[src/rtl/int_arbiter_if.sv]
// int_arbiter_if: signal bundle between the CSR unit, pipeline injector and int_arbiter.
// Signals: raw interrupt lines (i_int_ext/timer/soft), CSR state (i_mip_sw, i_mie,
// i_mideleg, i_status, i_priv), handshake (i_int_ack, i_flush, o_int_req),
// trap info (o_int_cause, o_int_to_s) and synchronised pending bits (o_mip_hw).
// slave = the arbiter, master = the surrounding CSR/pipeline logic.
interface int_arbiter_if;
    logic        i_int_ext;
    logic        i_int_timer;
    logic        i_int_soft;
    logic [31:0] i_mip_sw;
    logic [31:0] i_mie;
    logic [31:0] i_mideleg;
    logic [31:0] i_status;
    logic [1:0]  i_priv;
    logic        i_int_ack;
    logic        i_flush;
    logic [31:0] o_mip_hw;
    logic        o_int_req;
    logic [31:0] o_int_cause;
    logic        o_int_to_s;

    modport slave (
        input  i_int_ext, i_int_timer, i_int_soft, i_mip_sw, i_mie, i_mideleg,
               i_status, i_priv, i_int_ack, i_flush,
        output o_mip_hw, o_int_req, o_int_cause, o_int_to_s
    );

    modport master (
        output i_int_ext, i_int_timer, i_int_soft, i_mip_sw, i_mie, i_mideleg,
               i_status, i_priv, i_int_ack, i_flush,
        input  o_mip_hw, o_int_req, o_int_cause, o_int_to_s
    );
endinterface

[src/rtl/int_arbiter.sv]
// int_arbiter: picks the highest-priority takeable interrupt and drives a registered
// request/ack handshake toward the pipeline injector, with a guard window after each ack.
// Ports: i_clk (rising edge), i_rst_n (async assert, active-low),
//        bus (int_arbiter_if.slave): raw lines, CSR state, ack/flush in;
//        o_mip_hw, o_int_req, o_int_cause, o_int_to_s out.
// Build option: INT_SYNC_EN defined -> two-flop synchroniser on each raw line;
//               undefined -> single register stage (sources must be synchronous).
module int_arbiter #(
    parameter int GUARD_CYCLES = 2
) (
    input  logic         i_clk,
    input  logic         i_rst_n,
    int_arbiter_if.slave bus
);
    typedef enum logic [1:0] {IDLE = 2'd0, REQ = 2'd1, GUARD = 2'd2} state_t;
    localparam logic [3:0] GUARD_LOAD = 4'(GUARD_CYCLES - 1);

    logic [2:0] raw_lines, hw_q;
    assign raw_lines = {bus.i_int_ext, bus.i_int_timer, bus.i_int_soft};

`ifdef INT_SYNC_EN
    logic [2:0] sync_q;
    always_ff @(posedge i_clk or negedge i_rst_n) begin
        if (!i_rst_n) begin
            sync_q <= '0;
            hw_q   <= '0;
        end else begin
            sync_q <= raw_lines;
            hw_q   <= sync_q;
        end
    end
`else
    always_ff @(posedge i_clk or negedge i_rst_n) begin
        if (!i_rst_n) hw_q <= '0;
        else          hw_q <= raw_lines;
    end
`endif

    logic [31:0] mip_hw;
    assign mip_hw = {20'd0, hw_q[2], 3'd0, hw_q[1], 3'd0, hw_q[0], 3'd0};
    assign bus.o_mip_hw = mip_hw;

    logic        m_ok, s_ok;
    logic [31:0] cand, take_m, take_s;
    assign m_ok   = (bus.i_priv != 2'd3) | bus.i_status[3];
    assign s_ok   = (bus.i_priv == 2'd0) | ((bus.i_priv == 2'd1) & bus.i_status[1]);
    assign cand   = (bus.i_mip_sw | mip_hw) & bus.i_mie;
    assign take_m = cand & ~bus.i_mideleg & {32{m_ok}};
    assign take_s = cand &  bus.i_mideleg & {32{s_ok}};

    logic unused_status;
    assign unused_status = ^{bus.i_status[31:4], bus.i_status[2], bus.i_status[0]};

    // Participating bits folded into priority order: [0]=11 [1]=3 [2]=7 [3]=9 [4]=1 [5]=5.
    // The M group wins outright whenever it has any candidate.
    logic [5:0] pri_m, pri_s, pri;
    logic [4:0] code;
    logic       any_m;
    assign pri_m = {take_m[5], take_m[1], take_m[9], take_m[7], take_m[3], take_m[11]};
    assign pri_s = {take_s[5], take_s[1], take_s[9], take_s[7], take_s[3], take_s[11]};
    assign any_m = |pri_m;
    assign pri   = any_m ? pri_m : pri_s;
    assign code  = pri[0] ? 5'd11 : pri[1] ? 5'd3 : pri[2] ? 5'd7 :
                   pri[3] ? 5'd9  : pri[4] ? 5'd1 : pri[5] ? 5'd5 : 5'd0;

    state_t      state_q, state_d;
    logic [3:0]  cnt_q, cnt_d;
    logic [31:0] cause_q, cause_d;
    logic        to_s_q, to_s_d, req_q, req_d, still_ok;

    // The held request is re-evaluated against its own target group, so a change of
    // delegation, status or privilege withdraws it just like a cleared enable.
    assign still_ok = to_s_q ? take_s[cause_q[4:0]] : take_m[cause_q[4:0]];

    always_comb begin
        state_d = state_q;
        cnt_d   = cnt_q;
        cause_d = cause_q;
        to_s_d  = to_s_q;
        case (state_q)
            IDLE: if (|pri && !bus.i_flush) begin
                state_d = REQ;
                cause_d = {1'b1, 26'd0, code};
                to_s_d  = ~any_m;
            end
            REQ: if (bus.i_flush) state_d = IDLE;
                 else if (bus.i_int_ack) begin
                     state_d = GUARD;
                     cnt_d   = GUARD_LOAD;
                 end else if (!still_ok) state_d = IDLE;
            GUARD: if (cnt_q == 4'd0) state_d = IDLE;
                   else cnt_d = cnt_q - 4'd1;
            default: state_d = IDLE;
        endcase
        req_d = (state_d == REQ);
    end

    always_ff @(posedge i_clk or negedge i_rst_n) begin
        if (!i_rst_n) begin
            state_q <= IDLE;
            cnt_q   <= '0;
            cause_q <= '0;
            to_s_q  <= 1'b0;
            req_q   <= 1'b0;
        end else begin
            state_q <= state_d;
            cnt_q   <= cnt_d;
            cause_q <= cause_d;
            to_s_q  <= to_s_d;
            req_q   <= req_d;
        end
    end

    assign bus.o_int_req   = req_q;
    assign bus.o_int_cause = cause_q;
    assign bus.o_int_to_s  = to_s_q;
endmodule
[src/flat_wrapper.sv]
// flat-port wrapper written by rule: the top's interface ports become plain ports
module int_arbiter_flat 
#(
    parameter int GUARD_CYCLES = 2
)
  (i_clk, i_rst_n, bus_i_int_ext, bus_i_int_timer, bus_i_int_soft, bus_i_mip_sw, bus_i_mie, bus_i_mideleg, bus_i_status, bus_i_priv, bus_i_int_ack, bus_i_flush, bus_o_mip_hw, bus_o_int_req, bus_o_int_cause, bus_o_int_to_s);
  int_arbiter_if bus_i ();
  input  logic i_clk;
  input  logic i_rst_n;
  input wire logic [$bits(bus_i.i_int_ext)-1:0] bus_i_int_ext;
  input wire logic [$bits(bus_i.i_int_timer)-1:0] bus_i_int_timer;
  input wire logic [$bits(bus_i.i_int_soft)-1:0] bus_i_int_soft;
  input wire logic [$bits(bus_i.i_mip_sw)-1:0] bus_i_mip_sw;
  input wire logic [$bits(bus_i.i_mie)-1:0] bus_i_mie;
  input wire logic [$bits(bus_i.i_mideleg)-1:0] bus_i_mideleg;
  input wire logic [$bits(bus_i.i_status)-1:0] bus_i_status;
  input wire logic [$bits(bus_i.i_priv)-1:0] bus_i_priv;
  input wire logic [$bits(bus_i.i_int_ack)-1:0] bus_i_int_ack;
  input wire logic [$bits(bus_i.i_flush)-1:0] bus_i_flush;
  output wire logic [$bits(bus_i.o_mip_hw)-1:0] bus_o_mip_hw;
  output wire logic [$bits(bus_i.o_int_req)-1:0] bus_o_int_req;
  output wire logic [$bits(bus_i.o_int_cause)-1:0] bus_o_int_cause;
  output wire logic [$bits(bus_i.o_int_to_s)-1:0] bus_o_int_to_s;
  assign bus_i.i_int_ext = bus_i_int_ext;
  assign bus_i.i_int_timer = bus_i_int_timer;
  assign bus_i.i_int_soft = bus_i_int_soft;
  assign bus_i.i_mip_sw = bus_i_mip_sw;
  assign bus_i.i_mie = bus_i_mie;
  assign bus_i.i_mideleg = bus_i_mideleg;
  assign bus_i.i_status = bus_i_status;
  assign bus_i.i_priv = bus_i_priv;
  assign bus_i.i_int_ack = bus_i_int_ack;
  assign bus_i.i_flush = bus_i_flush;
  assign bus_o_mip_hw = bus_i.o_mip_hw;
  assign bus_o_int_req = bus_i.o_int_req;
  assign bus_o_int_cause = bus_i.o_int_cause;
  assign bus_o_int_to_s = bus_i.o_int_to_s;
  int_arbiter #(.GUARD_CYCLES(GUARD_CYCLES)) u_core (.i_clk(i_clk), .i_rst_n(i_rst_n), .bus(bus_i));
endmodule
[config.mk]
export PLATFORM = sky130hd
export DESIGN_NAME = int_arbiter_flat
export DESIGN_NICKNAME = d
export VERILOG_FILES = /design/src/rtl/int_arbiter_if.sv /design/src/rtl/int_arbiter.sv /design/src/flat_wrapper.sv
export SDC_FILE = /design/constraint.sdc
export NUM_CORES = 1
export LEC_CHECK = 0
export ABC_AREA = 1
export CAP_MARGIN = 20
export CORE_MARGIN = 2
export CORE_UTILIZATION = 26
export CTS_CLUSTER_SIZE = 12
export DETAILED_ROUTE_END_ITERATION = 6
export PLACE_DENSITY_LB_ADDON = 0.08
export SLEW_MARGIN = 20
export SYNTH_ARGS = -nofsm -noshare
export SYNTH_HDL_FRONTEND = slang
export SYNTH_SLANG_ARGS = --single-unit
[constraint.sdc]
create_clock -name i_clk -period 1.4 [get_ports i_clk]
set_input_delay 0.35 -clock i_clk [delete_from_list [all_inputs] [get_ports i_clk]]
set_output_delay 0.35 -clock i_clk [all_outputs]
set_load 0.02 [all_outputs]
==> metrics.csv <==
stage;metric;value;unit
sta;min cycle time layout;1.643;ns
layout;post-route cell area;0.003063;mm2
die;height of the chip;89.16;um
die;core area;0.007137;mm2
placement;pre-CTS setup slack;-0.7653;ns
setup_path;Crit path required time;1.54;ns
grt;GRT overflow;0;
placement;routability congestion estimate;0.8104;
cts;clock-pin slew on the worst setup and hold paths;0.07;ns
layout;Final Util;0.4292;
grt;initial antenna violation count;0;
sta;crit share post-route;1.173;
setup_path;Worst Setup End Kind;register;
logic_synthesis;syn avg cell area;6.932;um2
outcome;status;finished, violations left;
routing;TritonRoute pass-1 iters;4;
routing;DRT iter0 DRCs;59;
setup_path;Reg2Reg Depth;13;
sta;final setup fails;9;
routing;drt drc;0;
logic_synthesis;Synth Instances;272;
setup_path;CP Class;reg2reg;
grt;pin count of the biggest net entering global routing;17;
sta;RSZ-0062 raised after global routing;true;
sta;Max Slew Vio Count;0;
sta;pin slew with the least headroom to its limit;0.6726;ns
cts;clock sink count;16;
setup_path;worst-path cell chain;inv_2 -> nand2_2 -> buf_4 -> buf_4 -> nand3_4 -> nor2_1 -> nand3_1 -> nand2_2 -> nor2_4 -> nand2_2 -> nand2_4 -> nand2_4 -> or2_1;
setup_path;type of origin of the critical path;register;
cts;H-tree depth;1;
die;Die Wd;89.16;um
logic_synthesis;Synth warnings;0;
pwr;Max VDD drop;0.5929;mV
die;Rows;31;
sta;Slew headroom;0.5481;
pwr;Leak;1.553;nW
layout;Post-Layout Cell Count;498;
setup_path;crit-path max FO;5;
grt;first-pass GRT wire length;8535;um
sta;setup TNS;-1.780;ns
logic_synthesis;#FFs+latches synth;16;
layout;Final #Nets;539;
sta;Hold Vio Cnt, Final;0;
placement;Placed Area;0.002760;mm2
pwr;total power;3.239;mW
cts;CTS tree;yes;
outcome;violated checks;negative setup slack;
layout;# fillers;749;
cts;CTS max path bufs;2;
setup_path;most numerous cell on the critical path;nand2_2;
grt;GRT Overall Usage;0.1344;
flow_run;maxcap violations;0;
sta;hold_ws;0.4149;ns
cts;worst-skew pair later-pin latency;0.25;ns
logic_synthesis;Unique masters post-synth;34;
routing;antenna viol nets, final;0;
sta;Final WS setup;-0.2428;ns
routing;Via Count;1991;
setup_path;r2r startpoint;u_core.hw_q[1];
setup_path;r2r setup slk;-0.24;ns
setup_path;Worst path max stage delay;0.42;ns
cts;CTS Buf Count;3;
pwr;power per cell area;1057;mW/mm2
die;# IOs;203;
die;Initial Util;0.2642;
die;die area;0.007950;mm2
setup_path;CP arrival;1.78;ns
logic_synthesis;mapped cell area;0.001886;mm2
logic_synthesis;Seq/Total Area, Yosys;0.2123;
grt;vias in the first global route;1910;
setup_path;CP max-delay cell;dfrtp_2;
sta;Fmax;608.7;MHz
placement;Port Buffers;68;
routing;via/cell ratio;3.998;
sta;clock skew;0.004450;ns
layout;Area Overhead vs Synth;62.44;%
layout;layout cells sized above 1;0.3108;
hold_path;hold crit path type;in2async;
placement;Detailed Place HPWL;4235;um
cts;root buffer cell;clkbuf_8;
layout;# diodes;0;
placement;# placed instances;471;
routing;WL/cell;10.74;um
setup_path;RR Endpoint;u_core.bus.o_int_cause[31];
routing;WL final;5351;um
## state kept, by name (all words and copies together) (netlist names)
signal,cells
u_core.bus.o_int_req,1
u_core.cnt_q,4
u_core.bus.o_int_cause,5
u_core.hw_q,3
u_core.state_q,2
u_core.bus.o_int_to_s,1
## layer usage
| layer | GRT usage | wire length, um | vias up |
|---|---|---|---|
| li1 | - | - | 1022 |
| met1 | 0.1686 | 2302 | 872 |
| met2 | 0.2438 | 2565 | 91 |
| met3 | 0.02770 | 430 | 6 |
| met4 | 0.01628 | 53 | 0 |
| met5 | 0 | 0 | - |
## repair_timing
action,4_1_cts,5_1_grt
setup buffers,18,6
endpoints found under the setup margin,18,13
hold buffers,0,0
resized for setup,59,23
pin swaps,34,15
cloned,0,0
## cells in the mapped netlist, drive strengths merged
cell,number,area (um2)
a21oi,13,68.82
a31oi,1,6.260
and2,1,8.760
buf,59,435.4
conb,1,3.750
dfrtp,16,400.4
ha,2,25.02
inv,35,136.4
nand2,49,216.5
nand3,38,225.2
nand3b,1,7.510
nand4,5,31.28
nor2,29,173.9
nor3,3,15.01
nor4,1,6.260
o211ai,1,7.510
o21a,1,7.510
o21ai,9,45.04
o21bai,1,18.77
o221ai,3,26.28
o22ai,1,6.260
o31ai,1,7.510
or2,1,6.260
## how the worst max path moves through the flow
| stage | from | endpoint | slack, ns |
|---|---|---|---|
| final | u_core.hw_q[1] | u_core.bus.o_int_cause[31] | -0.24 |
| after global routing | u_core.hw_q[1] | u_core.bus.o_int_cause[31] | -0.38 |
| after CTS | u_core.hw_q[1] | u_core.bus.o_int_cause[31] | -0.31 |
| after detailed placement | bus_i_mip_sw[7] | u_core.bus.o_int_cause[31] | -0.77 |
| after global placement | bus_i_mip_sw[7] | u_core.bus.o_int_cause[31] | -0.72 |
| after floorplan | u_core.hw_q[1] | u_core.bus.o_int_cause[31] | -0.21 |
## cell type report
class,instances,area (um2),share of cell area
multi-input cells,217,1239,0.4044
inverters,35,141.4,0.04616
clock buffers,4,55.05,0.01797
repair buffers,127,1100,0.3591
flip-flops and latches,16,404.1,0.1319
well taps,99,123.9,0.04044
## worst max-delay path, delay by kind of cell (launching register included)
kind	cells	cell delay (ns)
flip-flops	1	0.42
buffers and inverters	3	0.30
AND/OR/NAND/NOR	10	0.83
## layout by cell type (no fill, tap or decap), types with 3 or more instances in the layout
| cell type | netlist | layout |
|---|---|---|
| clkdlybuf4s50_1 | 0 | 37 |
| o21ai_0 | 9 | 6 |
| inv_2 | 2 | 6 |
| nand2_2 | 7 | 16 |
| nand2_4 | 2 | 3 |
| nand2_1 | 40 | 30 |
| nand3_4 | 2 | 4 |
| nor2_4 | 3 | 5 |
| nor2_2 | 4 | 4 |
| clkbuf_8 | 0 | 4 |
| conb_1 | 1 | 56 |
| dfrtp_2 | 0 | 3 |
| nand3_2 | 2 | 4 |
| a21oi_1 | 12 | 11 |
| dfrtp_1 | 16 | 13 |
| buf_4 | 56 | 57 |
| o221ai_1 | 3 | 3 |
| nand4_1 | 5 | 5 |
| dlygate4sd2_1 | 0 | 23 |
| clkdlybuf4s15_1 | 0 | 3 |
| inv_1 | 32 | 27 |
| nor2_1 | 20 | 18 |
| nand3_1 | 34 | 30 |
## power by group
group          switching, mW  total (mW)  internal, mW
logic                   1.17        2.11         0.944
clock network          0.157       0.406         0.249
registers              0.112       0.722         0.610
total                   1.44        3.24          1.80
## kinds of logic after synthesis
logic type / count (synthesis) / synth area share
compound gates: 31 / 0.1029
fa+ha+maj: 2 / 0.01327
other cells: 1 / 0.001989
simple gates: 128 / 0.3663
flops: 16 / 0.2123
buf+inv: 94 / 0.3033
No activity file was read; power rests on OpenSTA's default activity.
